===== config.mk =====
export PLATFORM = sky130hd
export DESIGN_NAME = uart_rx
export DESIGN_NICKNAME = d
export VERILOG_FILES = /design/src/rtl/uart_rx.sv
export SDC_FILE = /design/constraint.sdc
export NUM_CORES = 1
export LEC_CHECK = 0
export ABC_AREA = 1
export BUFFER_PORTS_ARGS = -buffer_cell sky130_fd_sc_hd__buf_2
export CAP_MARGIN = 20
export CORE_MARGIN = 3
export CORE_UTILIZATION = 55
export DETAILED_ROUTE_END_ITERATION = 7
export GPL_ROUTABILITY_DRIVEN = 0
export PLACE_DENSITY = 0.73
export SETUP_SLACK_MARGIN = 0.2
export SYNTH_ARGS = -nofsm -noshare
export SYNTH_HDL_FRONTEND = slang
export SYNTH_SLANG_ARGS = --single-unit

===== constraint.sdc =====
create_clock -name clock -period 2.15 [get_ports clock]
set_clock_uncertainty 0.2 [all_clocks]
set_input_delay 0.1075 -clock clock [delete_from_list [all_inputs] [get_ports clock]]
set_output_delay 0.1075 -clock clock [all_outputs]
set_load 0.1 [all_outputs]

===== src/rtl/uart_rx.sv =====
// -----------------------------------------------------------------------------
// uart_rx
//   Receives 8N1 asynchronous serial frames (start, 8 data bits LSB first,
//   1 stop) from the rx pin. Each byte arrives as a parallel word with a
//   one-cycle valid strobe. This is the receive counterpart of the transmitter.
//   It uses the same baud parameters and the same line format.
//
// Ports
//   clock        in   1  system clock
//   reset        in   1  asynchronous reset, active-high
//   rx           in   1  serial line, asynchronous to clock, idle high
//   data_out     out  8  last correctly framed byte, held until the next good frame
//   rx_valid     out  1  one-cycle pulse: data_out updated this cycle
//   frame_error  out  1  one-cycle pulse: stop bit sampled low, byte discarded
//   rx_busy      out  1  high from start-bit detection until return to IDLE
//
// Handshake: none. rx_valid is a single-cycle strobe with no ready/backpressure.
//   The consumer must capture data_out in the cycle rx_valid is high. A later
//   good frame overwrites data_out.
// -----------------------------------------------------------------------------
module uart_rx #(
   parameter int BAUDRATE   = 115200,
   parameter int CLOCK_FREQ = 27000000,
   parameter int BAUD_TICKS = CLOCK_FREQ / BAUDRATE,
   parameter int HALF_TICKS = BAUD_TICKS / 2
) (
   input  logic       clock,
   input  logic       reset,
   input  logic       rx,
   output logic [7:0] data_out,
   output logic       rx_valid,
   output logic       frame_error,
   output logic       rx_busy
);

   localparam logic [15:0] BAUD_LIMIT = 16'(BAUD_TICKS - 1);
   localparam logic [15:0] HALF_LIMIT = 16'(HALF_TICKS - 1);

   typedef enum logic [2:0] {
      S_IDLE  = 3'd0,
      S_START = 3'd1,
      S_DATA  = 3'd2,
      S_STOP  = 3'd3,
      S_BREAK = 3'd4
   } state_t;

   state_t      state;
   logic        rx_meta;
   logic        rx_s;
   logic [15:0] counter;
   logic [2:0]  bit_idx;
   logic [7:0]  shift;
   logic        half_tick;
   logic        baud_tick;

   assign half_tick = (counter == HALF_LIMIT);
   assign baud_tick = (counter == BAUD_LIMIT);

   // Two-flop synchronizer. It resets to the idle (high) line level, so
   // releasing reset never looks like a start edge.
   always_ff @(posedge clock or posedge reset) begin
      if (reset) begin
         rx_meta <= 1'b1;
         rx_s    <= 1'b1;
      end else begin
         rx_meta <= rx;
         rx_s    <= rx_meta;
      end
   end

   // Receive FSM. The counter restarts on every state change. In DATA it also
   // restarts after each sample. The half-bit wait in START moves every later
   // sample to the centre of its bit. rx_valid and frame_error default low, so
   // each one lasts exactly one cycle.
   always_ff @(posedge clock or posedge reset) begin
      if (reset) begin
         state       <= S_IDLE;
         counter     <= 16'd0;
         bit_idx     <= 3'd0;
         shift       <= 8'h00;
         data_out    <= 8'h00;
         rx_valid    <= 1'b0;
         frame_error <= 1'b0;
         rx_busy     <= 1'b0;
      end else begin
         rx_valid    <= 1'b0;
         frame_error <= 1'b0;
         case (state)
            S_IDLE: begin
               counter <= 16'd0;
               if (!rx_s) begin
                  state   <= S_START;
                  rx_busy <= 1'b1;
               end
            end
            S_START: begin
               if (half_tick) begin
                  counter <= 16'd0;
                  if (!rx_s) begin
                     state   <= S_DATA;
                     bit_idx <= 3'd0;
                  end else begin
                     // Line went back high before mid-start: a glitch, not a frame.
                     state   <= S_IDLE;
                     rx_busy <= 1'b0;
                  end
               end else begin
                  counter <= counter + 16'd1;
               end
            end
            S_DATA: begin
               if (baud_tick) begin
                  counter <= 16'd0;
                  shift   <= {rx_s, shift[7:1]};
                  bit_idx <= bit_idx + 3'd1;
                  if (bit_idx == 3'd7) begin
                     state <= S_STOP;
                  end
               end else begin
                  counter <= counter + 16'd1;
               end
            end
            S_STOP: begin
               if (baud_tick) begin
                  counter <= 16'd0;
                  if (rx_s) begin
                     // Return at mid-stop-bit so an immediately following start
                     // bit is still seen.
                     data_out <= shift;
                     rx_valid <= 1'b1;
                     state    <= S_IDLE;
                     rx_busy  <= 1'b0;
                  end else begin
                     frame_error <= 1'b1;
                     state       <= S_BREAK;
                  end
               end else begin
                  counter <= counter + 16'd1;
               end
            end
            S_BREAK: begin
               // A held-low line must go high before another start is accepted.
               counter <= 16'd0;
               if (rx_s) begin
                  state   <= S_IDLE;
                  rx_busy <= 1'b0;
               end
            end
            default: begin
               state   <= S_IDLE;
               counter <= 16'd0;
               rx_busy <= 1'b0;
            end
         endcase
      end
   end

endmodule

==> Word level (Yosys, flattened, before mapping) <==
Index checks and enable logic that the tools add are counted.
{ "word_totals": {"reg_bits": 43, "in_bits": 3, "wordCells": 62} }
{ "op_classes": {"n_addsub": 2, "eq_ne": 14, "n_mux": 27, "bitwise": 1, "reduce_logical": 8} }
{ "op_table": {"columns": ["cell", "count"], "rows": [
  ["$mux W16", 2],
  ["$pmux W16 S2", 1],
  ["$mux W3", 10],
  ["$add A16 B1 Y16 const B", 1],
  ["$eq A16 B7 Y1 const B", 1],
  ["$eq A16 B8 Y1 const B", 1],
  ["$pmux W3 S5", 1],
  ["$ne A2 B2 Y1 const B", 7],
  ["$mux W1", 10],
  ["$reduce_and A4 Y1", 2],
  ["$eq A3 B2 Y1 const B", 2],
  ["$eq A3 B3 Y1 const B", 2],
  ["$pmux W3 S2", 1],
  ["$reduce_and A6 Y1", 1],
  ["$pmux W1 S5", 1],
  ["$add A3 B1 Y3 const B", 1],
  ["$eq A3 B1 Y1 const B", 1],
  ["$logic_not A3 Y1", 1],
  ["$reduce_and A3 Y1", 1],
  ["$mux W2", 1],
  ["$reduce_and A2 Y1", 1],
  ["$reduce_bool A2 Y1", 1],
  ["$reduce_or A2 Y1", 1],
  ["$not A1 Y1", 1]
]} }

==> Depth between registers and ports, before layout <==
{ "depth": {"word_depth": 4, "depth_mapped": 12, "ltp_nobuf": 11} }

==> Worst setup path after synthesis <==
OpenSTA, ideal clock, no wires.
{ "synth_path": {"path_type": "reg-to-reg", "from": "register counter[0]", "to": "register counter[10]", "setup_time_ns": 0.124, "arrival_time_ns": 1.383, "slack_ns": 0.442, "stages_incl_launch_ff": 10, "synth_period_minus_slack_ns": 1.708, "path_cell_list": "dfrtp_1 -> ha_1 -> nand4_2 -> nor2_4 -> nand2_4 -> nand2_4 -> nand2_4 -> inv_6 -> buf_12 -> nor2_4"} }
{ "synth_between": {"elab_chain_len": 3} }
{ "synth_rtl": {"columns": ["element", "line", "text"], "rows": [
  ["start, declared", "50", "logic [15:0] counter;"],
  ["start signal, assigned", "108", "counter <= counter + 16'd1;"],
  ["start signal, assigned", "120", "counter <= counter + 16'd1;"],
  ["start signal, assigned", "138", "counter <= counter + 16'd1;"],
  ["$add A16 B1 Y16 (tied with other cells)", "108, 120, 138", null],
  ["$mux W16 (on tied branches)", "112, 124, 97", null],
  ["$pmux W16 S2 *", "88", "case (state)"]
]} }
Mark *: on every way between the ends. The rest lies on a longest branch, timed or not.
A chain may end at the register's enable or synchronous reset.

==> Worst setup path in the final report <==
{ "layout_path": {"from": "register counter[1]", "to": "register counter[9]"} }
Same word-level chain as after synthesis.

==> out/results.ini <==
[drt]
drc_errors=0
viasPerCell=4.87
detail-route-antenna-nets=0
dr.pass1.iters=4
dr.first_iter.drc_count=101
wl_um=3740
vias=1573
wl_per_cell_um=11.6

[grt]
grt_max_degree=23
use_met1_pct=21.9
use_met3_pct=5.11
grt_use_total_pct=16.9
grt_pass1_wl_um=6790
grt_pass1_vias=1584
grt_use_met2_pct=26.8
top_usage_layer=met2
antenna_found_initial=0
overflow=0

[floorplanning]
fp.coreArea_um2=3850
pin_count=14
die_x_um=70.7
rows=22
die_area_um2=5000
start_util_pct=59.7
die_y_um=70.7

[synth]
syn_inst=255
synthesis.area_um2=2300
synth_commonest_cells=65 x nand2_1, 41 x dfrtp_1, 27 x nor2_1
synth_top_cell_by_area=dfrtp_1
synth-edff-count=0
synth_xor_area_share_pct=4.18
muxShareOfSynthArea_pct=0
synth_area_leaders=dfrtp_1 45%, nand2_1 11%, nor2_4 6.4%, nor2_1 4.4%, inv_1 4.2%
ys_warn_count=0
synth_cell_types=30
synth_flop_cell=dfrtp_1
synth_top_family_by_area=simple AND/OR/NAND/NOR gates
synth-seq-cells=43
synthesis.nets=263
synthArstFlopShare_pct=100
yosysSeqAreaShare_pct=46.8
synth_top_area_share_pct=44.6
yosys.cell_count.top_type=nand2_1
synth_compound_area_share_pct=5.43
syn_avg_cell_area_um2=9.03
synth-adder-area-share_pct=2.72
synth_simple_gate_area_share_pct=33.3

[clocking]
cts_made_buffers=5
htree_levels=2
insertion_delay_ns=0.30
cts_tree=built
numClockSinks=43
cts_root_buffer=clkbuf_8
clkTransAtPathRegs_ns=0.08
clockBufferDepth=2

[setup_path]
path_cells=inv_1 > ha_1 > nand4_2 > nor2_4 > nand2_4 > nand2_4 > nand2_4 > inv_8 > nor2_1
cp_slowest_stage_delay_ns=0.41
crit_arrival_ns=1.77
critPathBufInv=2
critPathTopFamily=simple AND/OR/NAND/NOR gates
crit_path_frequent_cell=nand2_4
crit_required_ns=2.13
path_class=reg2reg
critical_path.max_fanout=16
endpoint_kind=flip-flop
critPathSlowestCell=dfrtp_1
startpoint_type=flip-flop

[power]
power_density_nw_per_um2=615
power_mw=1.57
ir_worst_vdd_v=0.000517
leakage_nw=1.23

[sta]
max_freq_ghz=0.559
final.period_utilization_pct=83.2
hold_viol_final=0
fin_setup_tns_ns=0
setup_viol=0
rsz0062_at_grt=false
drv_slew=0
worstMarginPinSlew_ns=0.812
relSlewSlack_pct=45.5
fin_crit_ns=1.79

[place]
place_area_um2=2400
dp_cells=313
dp_hpwl_um=2760
portBuffers=13

[layout]
area_delta_synth_final_pct=11.0
utilization_pct=66.3
design_area_um2=2550
drive_above_1_share_pct=24.0
num-fill-cells=312
fin_nets=282
final_cells=323
n_antenna_cell=0
seq_area_um2=1080
multi_input_area_um2=1050

[run]
max_cap_viol_count=0

[outcome]
status=finished, final reports clean

[min_path]
hold_path.class=reg2reg

-- per-layer routing --
metal / share of wire (%) / routed length, µm
met2: 47 / 1750
met1: 49 / 1820
met3: 2.6 / 97
met5: 0 / 0
met4: 1.8 / 69
-- cells in the final DEF, fill, tap and decap left out, types with 3 or more instances in the layout --
cell	instances
nand2_1	65
dfrtp_1	41
nor2_1	27
inv_1	25
nor2_4	13
buf_2	13
nand3_1	10
o21ai_1	8
o21ai_2	8
xor2_1	6
nand4_1	6
inv_2	5
xnor2_1	5
ha_1	5
clkbuf_8	5
nand2_2	4
nand2_4	4
nor3_1	3
-- final timing paths --
path,from,endpoint,slack [ns],cells past startpoint
setup / recovery,counter[1],counter[9],0.36,9
hold reg to reg,rx_meta,rx_s,0.16,0
min in group asynchronous,reset,counter[8],0.22,3
hold / removal,rx_meta,rx_s,0.16,0
max in group asynchronous,reset,rx_meta,0.94,4
setup reg to reg,counter[1],counter[9],0.36,9
-- power breakdown --
group          total [mW]  switching, mW  internal [mW]
registers           0.814        0.00277          0.812
logic              0.0279         0.0193        0.00858
clock network       0.729          0.266          0.464
total                1.57          0.288           1.28
-- metrics by stage --
stage               hold slack [ns]  setup WS, ns
floorplan                   -0.0880         0.442
global placement           -0.00693         0.364
detailed placement         0.000598         0.308
CTS                           0.160         0.292
global route                  0.167         0.225
finish                        0.159         0.361
-- cell type report --
class	count	share of cell area (%)
multi-input cells	176	41.1
flip-flops and latches	43	42.2
repair buffers	16	4.11
clock buffers	6	2.84
well taps	48	2.35
clock inverters	2	2.35
inverters	32	5.00
-- worst reg2reg max path, delay by kind of cell (launching register included) --
family        cells  cell delay (ns)
simple gates      6             0.64
buf+inv           2             0.26
fa+ha+maj         1             0.16
flops             1             0.41
-- kinds of logic (layout without fill, tap and decap cells) --
logic type                 after synthesis  count (layout)
and+or+nand+nor                        141             141
AOI/OAI and AO/OA                       19              19
adders and majority gates                5               5
buffers and inverters                   36              56
xor gates and xnor gates                11              11
DFF                                     43              43
-- repair_timing --
action / in CTS / in global routing
setup buffers: 0 / 0
endpoints found under the setup margin: 0 / 6
hold endpoints to repair: 22 / 0
gates resized for setup: 0 / 1
hold buffers: 2 / 0
-- state kept, by name, summed over array words and instances, names as in the netlist, 3 cells and up --
register,count
bit_idx,3
state,3
counter,16
data_out,8
shift,8
Power figures use the tool's default switching activity.
